### config.mk
export PLATFORM = sky130hd
export DESIGN_NAME = fwd_hazard_ctrl
export DESIGN_NICKNAME = d
export VERILOG_FILES = /design/src/rtl/fwd_hazard_ctrl.sv
export SDC_FILE = /design/constraint.sdc
export NUM_CORES = 1
export LEC_CHECK = 0
export ABC_AREA = 1
export CORE_MARGIN = 5
export CORE_UTILIZATION = 52
export CTS_CLUSTER_DIAMETER = 40
export CTS_CLUSTER_SIZE = 28
export DETAILED_ROUTE_END_ITERATION = 8
export HOLD_SLACK_MARGIN = 0.05
export MAX_ROUTING_LAYER = met4
export PLACE_DENSITY = 0.84
export SYNTH_ARGS = -nofsm -noshare
export SYNTH_HDL_FRONTEND = slang
export SYNTH_SLANG_ARGS = --single-unit
### constraint.sdc
create_clock -name CLK -period 3.65 [get_ports CLK]
set_clock_uncertainty 0.2 [all_clocks]
set_input_delay 0.365 -clock CLK [delete_from_list [all_inputs] [get_ports CLK]]
set_output_delay 0.365 -clock CLK [all_outputs]
set_load 0.1 [all_outputs]
### src/rtl/fwd_hazard_ctrl.sv
// ----------------------------------------------------------------------------
// fwd_hazard_ctrl
//   Forwarding-select and load-use hazard controller for a 5-stage pipeline.
//   Shadows {valid, rd, reg_write, mem_read} for the instructions in EX, MEM
//   and WB. At each ID->EX advance it registers the 3-bit mux selects for
//   ALU source 1, ALU source 2 and the branch-ALU source so that they line up
//   with the instruction entering EX. A load-use dependency raises stall_o
//   combinationally and a bubble is inserted into EX.
//
//   Select encoding {use_reg, fwd_mem, fwd_wb}:
//     3'b100 register file, 3'b110 MEM forward, 3'b101 WB forward,
//     3'b000 immediate (source 2 only).
//
// Ports
//   CLK, RST          clock (rising edge), asynchronous active-high reset
//   freeze_i          global hold; no slot or select updates
//   flush_i           squash the ID instruction (bubble into EX)
//   id_*              decoded fields of the instruction in ID
//   stall_o           load-use stall (combinational from current state)
//   ex_src1_sel_o     ALU source 1 select (registered)
//   ex_src2_sel_o     ALU source 2 select (registered)
//   ex_bsrc_sel_o     branch-ALU source select (registered)
//
// Optional build macro
//   FWD_HAZARD_STATS_EN  adds saturating CNT_W-bit statistics counters:
//     stat_fwd_mem_o  advances producing any MEM-forward select
//     stat_fwd_wb_o   advances producing any WB-forward select
//     stat_stall_o    cycles with stall_o=1 and freeze_i=0
// ----------------------------------------------------------------------------
module fwd_hazard_ctrl #(
    parameter int unsigned REG_ADDR_W = 5,
    parameter int unsigned CNT_W      = 32
) (
    input  logic                  CLK,
    input  logic                  RST,
    input  logic                  freeze_i,
    input  logic                  flush_i,
    input  logic                  id_valid_i,
    input  logic [REG_ADDR_W-1:0] id_rs1_i,
    input  logic [REG_ADDR_W-1:0] id_rs2_i,
    input  logic                  id_use_rs1_i,
    input  logic                  id_use_rs2_i,
    input  logic                  id_use_imm_i,
    input  logic [REG_ADDR_W-1:0] id_rd_i,
    input  logic                  id_reg_write_i,
    input  logic                  id_mem_read_i,
    output logic                  stall_o,
    output logic [2:0]            ex_src1_sel_o,
    output logic [2:0]            ex_src2_sel_o,
    output logic [2:0]            ex_bsrc_sel_o
`ifdef FWD_HAZARD_STATS_EN
    ,
    output logic [CNT_W-1:0]      stat_fwd_mem_o,
    output logic [CNT_W-1:0]      stat_fwd_wb_o,
    output logic [CNT_W-1:0]      stat_stall_o
`endif
);

    localparam int unsigned SEL_W = 3;

    localparam logic [SEL_W-1:0] SEL_REG = 3'b100;
    localparam logic [SEL_W-1:0] SEL_MEM = 3'b110;
    localparam logic [SEL_W-1:0] SEL_WB  = 3'b101;
    localparam logic [SEL_W-1:0] SEL_IMM = 3'b000;

    // Destination info carried alongside each in-flight instruction
    typedef struct packed {
        logic                  valid;
        logic [REG_ADDR_W-1:0] rd;
        logic                  reg_write;
        logic                  mem_read;
    } slot_t;

    slot_t ex_q,  mem_q,  wb_q;
    slot_t ex_n,  mem_n,  wb_n;
    slot_t id_slot;

    logic [SEL_W-1:0] src1_q, src2_q, bsrc_q;
    logic [SEL_W-1:0] src1_n, src2_n, bsrc_n;

    logic advance;
    logic bubble;
    logic ex_load_hit;

    // True when the slot will write back the register being read
    function automatic logic slot_hit(input slot_t s, input logic [REG_ADDR_W-1:0] rs);
        return s.valid && s.reg_write && (s.rd == rs);
    endfunction

    // Forward-select for one register source; x0 and unused sources read the RF.
    // The EX occupant will be in MEM next cycle, so it wins over the MEM occupant.
    function automatic logic [SEL_W-1:0] fwd_sel(input logic                  used,
                                                 input logic [REG_ADDR_W-1:0] rs,
                                                 input slot_t                 ex_s,
                                                 input slot_t                 mem_s);
        logic [SEL_W-1:0] sel;
        sel = SEL_REG;
        if (used && (rs != '0)) begin
            if (slot_hit(ex_s, rs)) begin
                sel = SEL_MEM;
            end else if (slot_hit(mem_s, rs)) begin
                sel = SEL_WB;
            end
        end
        return sel;
    endfunction

    assign id_slot = '{valid:     id_valid_i,
                       rd:        id_rd_i,
                       reg_write: id_reg_write_i,
                       mem_read:  id_mem_read_i};

    // Load in EX whose result the ID instruction needs next cycle
    assign ex_load_hit = ex_q.valid && ex_q.mem_read && (ex_q.rd != '0) &&
                         ((id_use_rs1_i && (id_rs1_i == ex_q.rd)) ||
                          (id_use_rs2_i && (id_rs2_i == ex_q.rd)));

    assign stall_o = id_valid_i && ex_load_hit;

    // Freeze overrides both the advance and the flush
    assign advance = !freeze_i;
    assign bubble  = stall_o || flush_i || !id_valid_i;

    // Next-state for shadow slots and registered selects
    always_comb begin
        ex_n   = ex_q;
        mem_n  = mem_q;
        wb_n   = wb_q;
        src1_n = src1_q;
        src2_n = src2_q;
        bsrc_n = bsrc_q;

        if (advance) begin
            wb_n  = mem_q;
            mem_n = ex_q;
            if (bubble) begin
                ex_n   = '0;
                src1_n = SEL_REG;
                src2_n = SEL_REG;
                bsrc_n = SEL_REG;
            end else begin
                ex_n   = id_slot;
                src1_n = fwd_sel(id_use_rs1_i, id_rs1_i, ex_q, mem_q);
                bsrc_n = fwd_sel(id_use_rs2_i, id_rs2_i, ex_q, mem_q);
                src2_n = id_use_imm_i ? SEL_IMM : bsrc_n;
            end
        end
    end

    // Shadow slot and select registers
    always_ff @(posedge CLK or posedge RST) begin
        if (RST) begin
            ex_q   <= '0;
            mem_q  <= '0;
            wb_q   <= '0;
            src1_q <= SEL_REG;
            src2_q <= SEL_REG;
            bsrc_q <= SEL_REG;
        end else begin
            ex_q   <= ex_n;
            mem_q  <= mem_n;
            wb_q   <= wb_n;
            src1_q <= src1_n;
            src2_q <= src2_n;
            bsrc_q <= bsrc_n;
        end
    end

    assign ex_src1_sel_o = src1_q;
    assign ex_src2_sel_o = src2_q;
    assign ex_bsrc_sel_o = bsrc_q;

`ifdef FWD_HAZARD_STATS_EN
    logic [CNT_W-1:0] cnt_mem_q, cnt_wb_q, cnt_stall_q;
    logic             inc_mem, inc_wb, inc_stall;

    // Only real advances of a valid instruction count as forwarding events
    assign inc_mem   = advance && !bubble &&
                       ((src1_n == SEL_MEM) || (src2_n == SEL_MEM) || (bsrc_n == SEL_MEM));
    assign inc_wb    = advance && !bubble &&
                       ((src1_n == SEL_WB) || (src2_n == SEL_WB) || (bsrc_n == SEL_WB));
    assign inc_stall = stall_o && !freeze_i;

    // Saturating statistics counters
    always_ff @(posedge CLK or posedge RST) begin
        if (RST) begin
            cnt_mem_q   <= '0;
            cnt_wb_q    <= '0;
            cnt_stall_q <= '0;
        end else begin
            if (inc_mem && (cnt_mem_q != '1)) begin
                cnt_mem_q <= cnt_mem_q + CNT_W'(1);
            end
            if (inc_wb && (cnt_wb_q != '1)) begin
                cnt_wb_q <= cnt_wb_q + CNT_W'(1);
            end
            if (inc_stall && (cnt_stall_q != '1)) begin
                cnt_stall_q <= cnt_stall_q + CNT_W'(1);
            end
        end
    end

    assign stat_fwd_mem_o = cnt_mem_q;
    assign stat_fwd_wb_o  = cnt_wb_q;
    assign stat_stall_o   = cnt_stall_q;
`else
    // Counter width only matters when statistics are built in
    logic unused_cnt_w;
    assign unused_cnt_w = CNT_W[0];
`endif

endmodule

==> impl_metrics.json, run 1 <==
{
  "r2r_setup_slack_ns": 1.99,
  "dieArea_um2": 3850,
  "yosysTopAreaCell": "dfrtp_1",
  "cp.required_ns": 3.08,
  "slowest_stage": "clkdlybuf4s50_1",
  "worst_slew_pin_slew_ns": 0.974,
  "cts-buffers-inserted": 3,
  "cts.clk_slew.worst_paths_ns": 0.12,
  "grt_first_pass_wirelength_um": 5620,
  "slowest_delay_ns": 1.13,
  "postCtsHoldBufs": 0,
  "clock_latency_ns": 0.31,
  "hold_depth": 2,
  "clock_sinks": 22,
  "drc": 0,
  "fin_hold_ws_ns": 0.293,
  "netlist_area_um2": 1410,
  "p_leak_nw": 0.879,
  "htree_levels": 1,
  "grtUsageTotal": 0.204,
  "routedWlPerCell_um": 12.8,
  "period_share": 0.703,
  "routed_wl_um": 3290,
  "cts_setup_buffers": 0,
  "max_cap_violations": 0,
  "cp-start-kind": "flip-flop",
  "initial_utilization": 0.554,
  "ys_seq_area_frac": 0.392,
  "synth.most_common_cell": "nand2_1",
  "io_buffers": 32,
  "synth_top_area_share": 0.373,
  "hold_end": "ex_src1_sel_o[1]$_DFFE_PP0N_",
  "rsz0062_at_grt": "no",
  "vias": 1298,
  "synth_warnings": 0,
  "crit_buf_inv": 1,
  "min-delay-start": "ex_src1_sel_o[1]$_DFFE_PP0N_",
  "cts_resized": 0,
  "grt_pass1_vias": 1250,
  "cp_max_fo": 2,
  "die_h_um": 62.1,
  "dpl_worst_slack_ns": 1.10,
  "hold_viol": 0,
  "timing.setup.tns_ns": 0,
  "tritoncts": "built",
  "netlist_instances": 195,
  "syn_to_final_growth_pct": 24.1,
  "diodes": 0,
  "power_mw": 0.498,
  "cp_data_arrival_time_ns": 2.00,
  "critPathCaptureType": "primary output",
  "crit_chain": "clkdlybuf4s50_1",
  "synthTopCellsByArea": "dfrtp_1 (37%), nand2_1 (17%), inv_1 (6.1%), nand3_2 (5.0%), o21ai_0 (5.0%)",
  "fin_ws_ns": 1.08,
  "synthFlopType": "dfrtp_1",
  "ioPinCount": 35,
  "critPathKind": "reg2out",
  "reg2regPathDepth": 7,
  "setup_violations": 0,
  "async_flop_share": 1.00,
  "min_path_type": "reg2reg",
  "outcome": "complete, no violations",
  "syn-mean-instance-area_um2": 7.22,
  "fmax_ghz": 0.390,
  "root_buffer": "clkbuf_4",
  "firstDrtPassIters": 4,
  "synth_enable_flop_cells": 0,
  "cts_buffer_depth": 2,
  "grt_start_max_net_pins": 23,
  "num_rows": 18,
  "dp_hpwl_um": 2610,
  "synthTopCellsByCount": "nand2_1 (63), inv_1 (23), dfrtp_1 (21)",
  "period_needed_ns": 2.57,
  "slew_violations": 0,
  "final_nets": 253,
  "powerDensity_nw_per_um2": 285,
  "globalRouteOverflowTotal": 0,
  "crit-reg2reg-launch": "ex_q[3]$_DFFE_PP0N_",
  "relSlewSlack": 0.349,
  "crit_family": "buffers and inverters",
  "antenna_found_initial": 0,
  "vias_per_cell": 5.05,
  "postRouteAntennaNets": 0,
  "gp_congestion": 0.898,
  "rr_endpoint": "ex_q[2]$_DFFE_PP0N_",
  "die_x_um": 62.1,
  "layout-drive-gt1-share": 0.137,
  "synth-seq-cells": 22,
  "drt_iter0_markers": 86,
  "core-area_um2": 2540,
  "yosys.cell_types.count": 27,
  "vdd_ir_drop_max_v": 0.000242
}
## registers in the layout (all words and copies together) (netlist names)
register,cells
mem_q,7
ex_q,8
ex_src1_sel_o,2
ex_src2_sel_o,3
ex_bsrc_sel_o,2
## how the worst max path moves through the flow
stage / from / endpoint / depth (start not counted)
floorplan: ex_q[3]$_DFFE_PP0N_ / stall_o / 7
global placement: id_rs2_i[3] / stall_o / 10
detailed placement: id_rs1_i[0] / stall_o / 10
CTS: ex_src2_sel_o[2]$_DFFE_PP1N_ / ex_src2_sel_o[2] / 1
global route: id_rs1_i[3] / stall_o / 10
finish: ex_src2_sel_o[2]$_DFFE_PP1N_ / ex_src2_sel_o[2] / 1
## cells in the final DEF (no fill, tap or decap), drive strengths merged, types with 3 or more instances in the layout
master / count
clkdlybuf4s50: 31
nand4: 6
xnor2: 3
o21ai: 17
dfrtp: 21
nor3: 3
nand3: 18
clkbuf: 4
inv: 28
nor2: 16
nand2: 70
## area by class of cell
cell class | instances | area (um^2)
fill | 241 | 797
inverter | 28 | 105
clock buffer | 4 | 26.3
timing repair buffer | 33 | 325
tap | 30 | 37.5
sequential | 22 | 552
multi-input combinational | 140 | 702
## logic make-up (layout without fill, tap and decap cells)
kind of cell    Yosys count  count (layout)  synth area share
buf+inv                  34              65             0.113
xor+xnor                  4               4            0.0249
flops                    22              22             0.392
simple gates            116             116             0.399
other cells               1               2           0.00266
compound gates           18              18            0.0693
## metrics by stage
stage / cell area, um^2 / std cells / utilization
after floorplan: 1410 / 196 / -
after global placement: 1720 / 253 / 0.677
after detailed placement: 1720 / 253 / 0.677
after CTS: 1750 / 257 / 0.687
after global routing: 1750 / 257 / 0.687
final: 1750 / 257 / 0.687
## routing by layer
| layer | global-route usage | share of wire | up-vias |
|---|---|---|---|
| met5 | - | 0 | - |
| met4 | 0.0485 | 0.012 | 0 |
| met3 | 0.0393 | 0.064 | 5 |
| met2 | 0.327 | 0.49 | 42 |
| met1 | 0.266 | 0.44 | 584 |
| li1 | - | - | 667 |
## report_power, final
group,switching [mW],internal (mW),leakage [nW]
Clock,0.0747,0.0427,0.0150
Combinational,0.0675,0.0464,0.568
Sequential,0.0107,0.256,0.296
Total,0.153,0.345,0.879
Note: power is estimated with default switching activity, not from simulation.
==> run 2: changes to the inputs <==
CORE_UTILIZATION = 49   (was 52)
PLACE_DENSITY = 0.8   (was 0.84)
clock period = 2.5 ns   (was 3.65 ns; I/O delays follow)
==> run 2 against run 1 <==
Compared with the run above:
- first-iteration DRC count fell by 19%
- global-route usage fell by 2.7 points
- hold slack got worse by 0.26 ns
- highest routed layer unchanged
- count of clock-buffer cells in the layout fell by 1
- largest cell class unchanged
- sequential share of layout area fell by 0.79 points
- flip-flop and latch count did not move
- setup slack got worse by 0.70 ns
- cell area rose by 2.6%
==> impl_metrics.json, run 2 (synthesis results as in run 1) <==
{
  "cts.clk_slew.worst_paths_ns": 0.14,
  "clock_sinks": 22,
  "initial_utilization": 0.511,
  "gp_congestion": 0.930,
  "crit_chain": "inv_2, nand2_1, o21ai_1, nor2_1, nand4_1, nand2_2, nand2_4, inv_1, buf_12",
  "firstDrtPassIters": 4,
  "final_nets": 256,
  "antenna_found_initial": 0,
  "routed_wl_um": 3250,
  "globalRouteOverflowTotal": 0,
  "grt_first_pass_wirelength_um": 5630,
  "grtUsageTotal": 0.177,
  "layout-drive-gt1-share": 0.183,
  "fmax_ghz": 0.472,
  "crit-reg2reg-launch": "ex_q[2]$_DFFE_PP0N_",
  "powerDensity_nw_per_um2": 471,
  "period_needed_ns": 2.12,
  "htree_levels": 1,
  "tritoncts": "built",
  "p_leak_nw": 0.921,
  "outcome": "complete, no violations",
  "vias_per_cell": 5.11,
  "rsz0062_at_grt": "no",
  "regMostFlops": "ex_q",
  "vdd_ir_drop_max_v": 0.000409,
  "slowest_delay_ns": 0.45,
  "ioPinCount": 35,
  "p_clk_frac": 0.342,
  "cts_buffer_depth": 2,
  "layout_common_cells": "nand2_1 (63), clkdlybuf4s50_1 (24), inv_1 (23)",
  "pwr-share-seq": 0.461,
  "crit_buf_inv": 3,
  "diodes": 0,
  "rr_endpoint": "ex_q[3]$_DFFE_PP0N_",
  "nFillCells": 249,
  "setup_violations": 0,
  "hold_viol": 0,
  "critPathKind": "reg2out",
  "core-area_um2": 2760,
  "switchingPower_mw": 0.240,
  "period_share": 0.847,
  "root_buffer": "clkbuf_4",
  "dieArea_um2": 4050,
  "syn_to_final_growth_pct": 27.3,
  "postRouteAntennaNets": 0,
  "max_cap_violations": 0,
  "cp-start-kind": "flip-flop",
  "largest_reg_flops": 8,
  "grt_start_max_net_pins": 23,
  "min_path_type": "in2async",
  "cp_num_cells": 9,
  "reg2regPathDepth": 10,
  "drc": 0,
  "die_h_um": 63.6,
  "multi_input_area_um2": 702,
  "switching_share": 0.284,
  "vias": 1333,
  "regArea_um2": 552,
  "routedWlPerCell_um": 12.4,
  "slowest_stage": "dfrtp_1",
  "final_common_cell": "nand2_1",
  "cp_max_fo": 4,
  "postCtsHoldBufs": 0,
  "cp_data_arrival_time_ns": 1.67,
  "io_buffers": 32,
  "num_rows": 19,
  "cts_setup_buffers": 0,
  "p_int_mw": 0.605,
  "comb_power_share": 0.197,
  "drt_iter0_markers": 70,
  "r2r_setup_slack_ns": 0.75,
  "clock_latency_ns": 0.33,
  "cts_resized": 0,
  "die_x_um": 63.6,
  "cts-buffers-inserted": 3,
  "power_mw": 0.845,
  "crit_family": "simple AND/OR/NAND/NOR gates",
  "grt_pass1_vias": 1245,
  "slew_violations": 0,
  "cp.required_ns": 2.05,
  "dp_hpwl_um": 2470,
  "critPathCaptureType": "primary output",
  "timing.setup.tns_ns": 0
}
## run 2: cell types whose count changed in the layout (fill, tap and decap cells not counted), sizes merged
cell	change
clkdlybuf4s50	-7
clkbuf	-1
bufinv	+1
buf	+10
## run 2: power groups by stage
stage | Combinational, mW | Clock (mW) | Sequential [mW]
finish | 0.166 | 0.289 | 0.390
global route | 0.186 | 0.300 | 0.393
CTS | 0.167 | 0.286 | 0.389
detailed placement | 0.166 | 0 | 0.396
global placement | 0.164 | 0 | 0.396
floorplan | 0.0966 | 0 | 0.399
## run 2: metal layers
metal	vias up	routed length [um]	track usage
li1	674	-	-
met1	611	1520	0.243
met2	43	1510	0.256
met3	5	164	0.0337
met4	0	48	0.0675
met5	-	0	-
## run 2: metrics by stage
| step | std cells | worst slack, ns | util | area [um^2] | hold slack [ns] |
|---|---|---|---|---|---|
| after floorplan | 196 | 0.406 | - | 1410 | 0.0385 |
| after global placement | 257 | 0.436 | 0.631 | 1740 | 0.261 |
| after detailed placement | 257 | 0.434 | 0.631 | 1740 | 0.265 |
| after CTS | 261 | 0.407 | 0.650 | 1790 | 0.0516 |
| after global routing | 261 | 0.248 | 0.650 | 1790 | 0.0815 |
| final | 261 | 0.381 | 0.650 | 1790 | 0.0352 |
## run 2: how the worst max path moves through the flow
stage,from,to,slack (ns)
6_report,ex_q[2]$_DFFE_PP0N_,stall_o,0.38
5_1_grt,ex_q[2]$_DFFE_PP0N_,stall_o,0.25
4_1_cts,ex_q[2]$_DFFE_PP0N_,stall_o,0.41
3_5_place_dp,id_rs1_i[2],ex_q[3]$_DFFE_PP0N_,0.43
3_3_place_gp,id_rs2_i[0],stall_o,0.44
2_1_floorplan,ex_q[3]$_DFFE_PP0N_,stall_o,0.41
## run 2: final cells by class
| type | count | area share |
|---|---|---|
| multi-input combinational | 140 | 0.391 |
| sequential | 22 | 0.308 |
| timing repair buffer | 36 | 0.191 |
| inverter | 28 | 0.0586 |
| tap | 31 | 0.0216 |
| clock inverter | 1 | 0.0167 |
| clock buffer | 3 | 0.0126 |
## run 2: worst register-to-register path: cells and delay by family (launching register included)
family | cells | cell delay [ns]
AO/OA/AOI/OAI | 2 | 0.14
buffers and inverters | 2 | 0.28
flip-flops | 1 | 0.45
AND/OR/NAND/NOR | 6 | 0.57
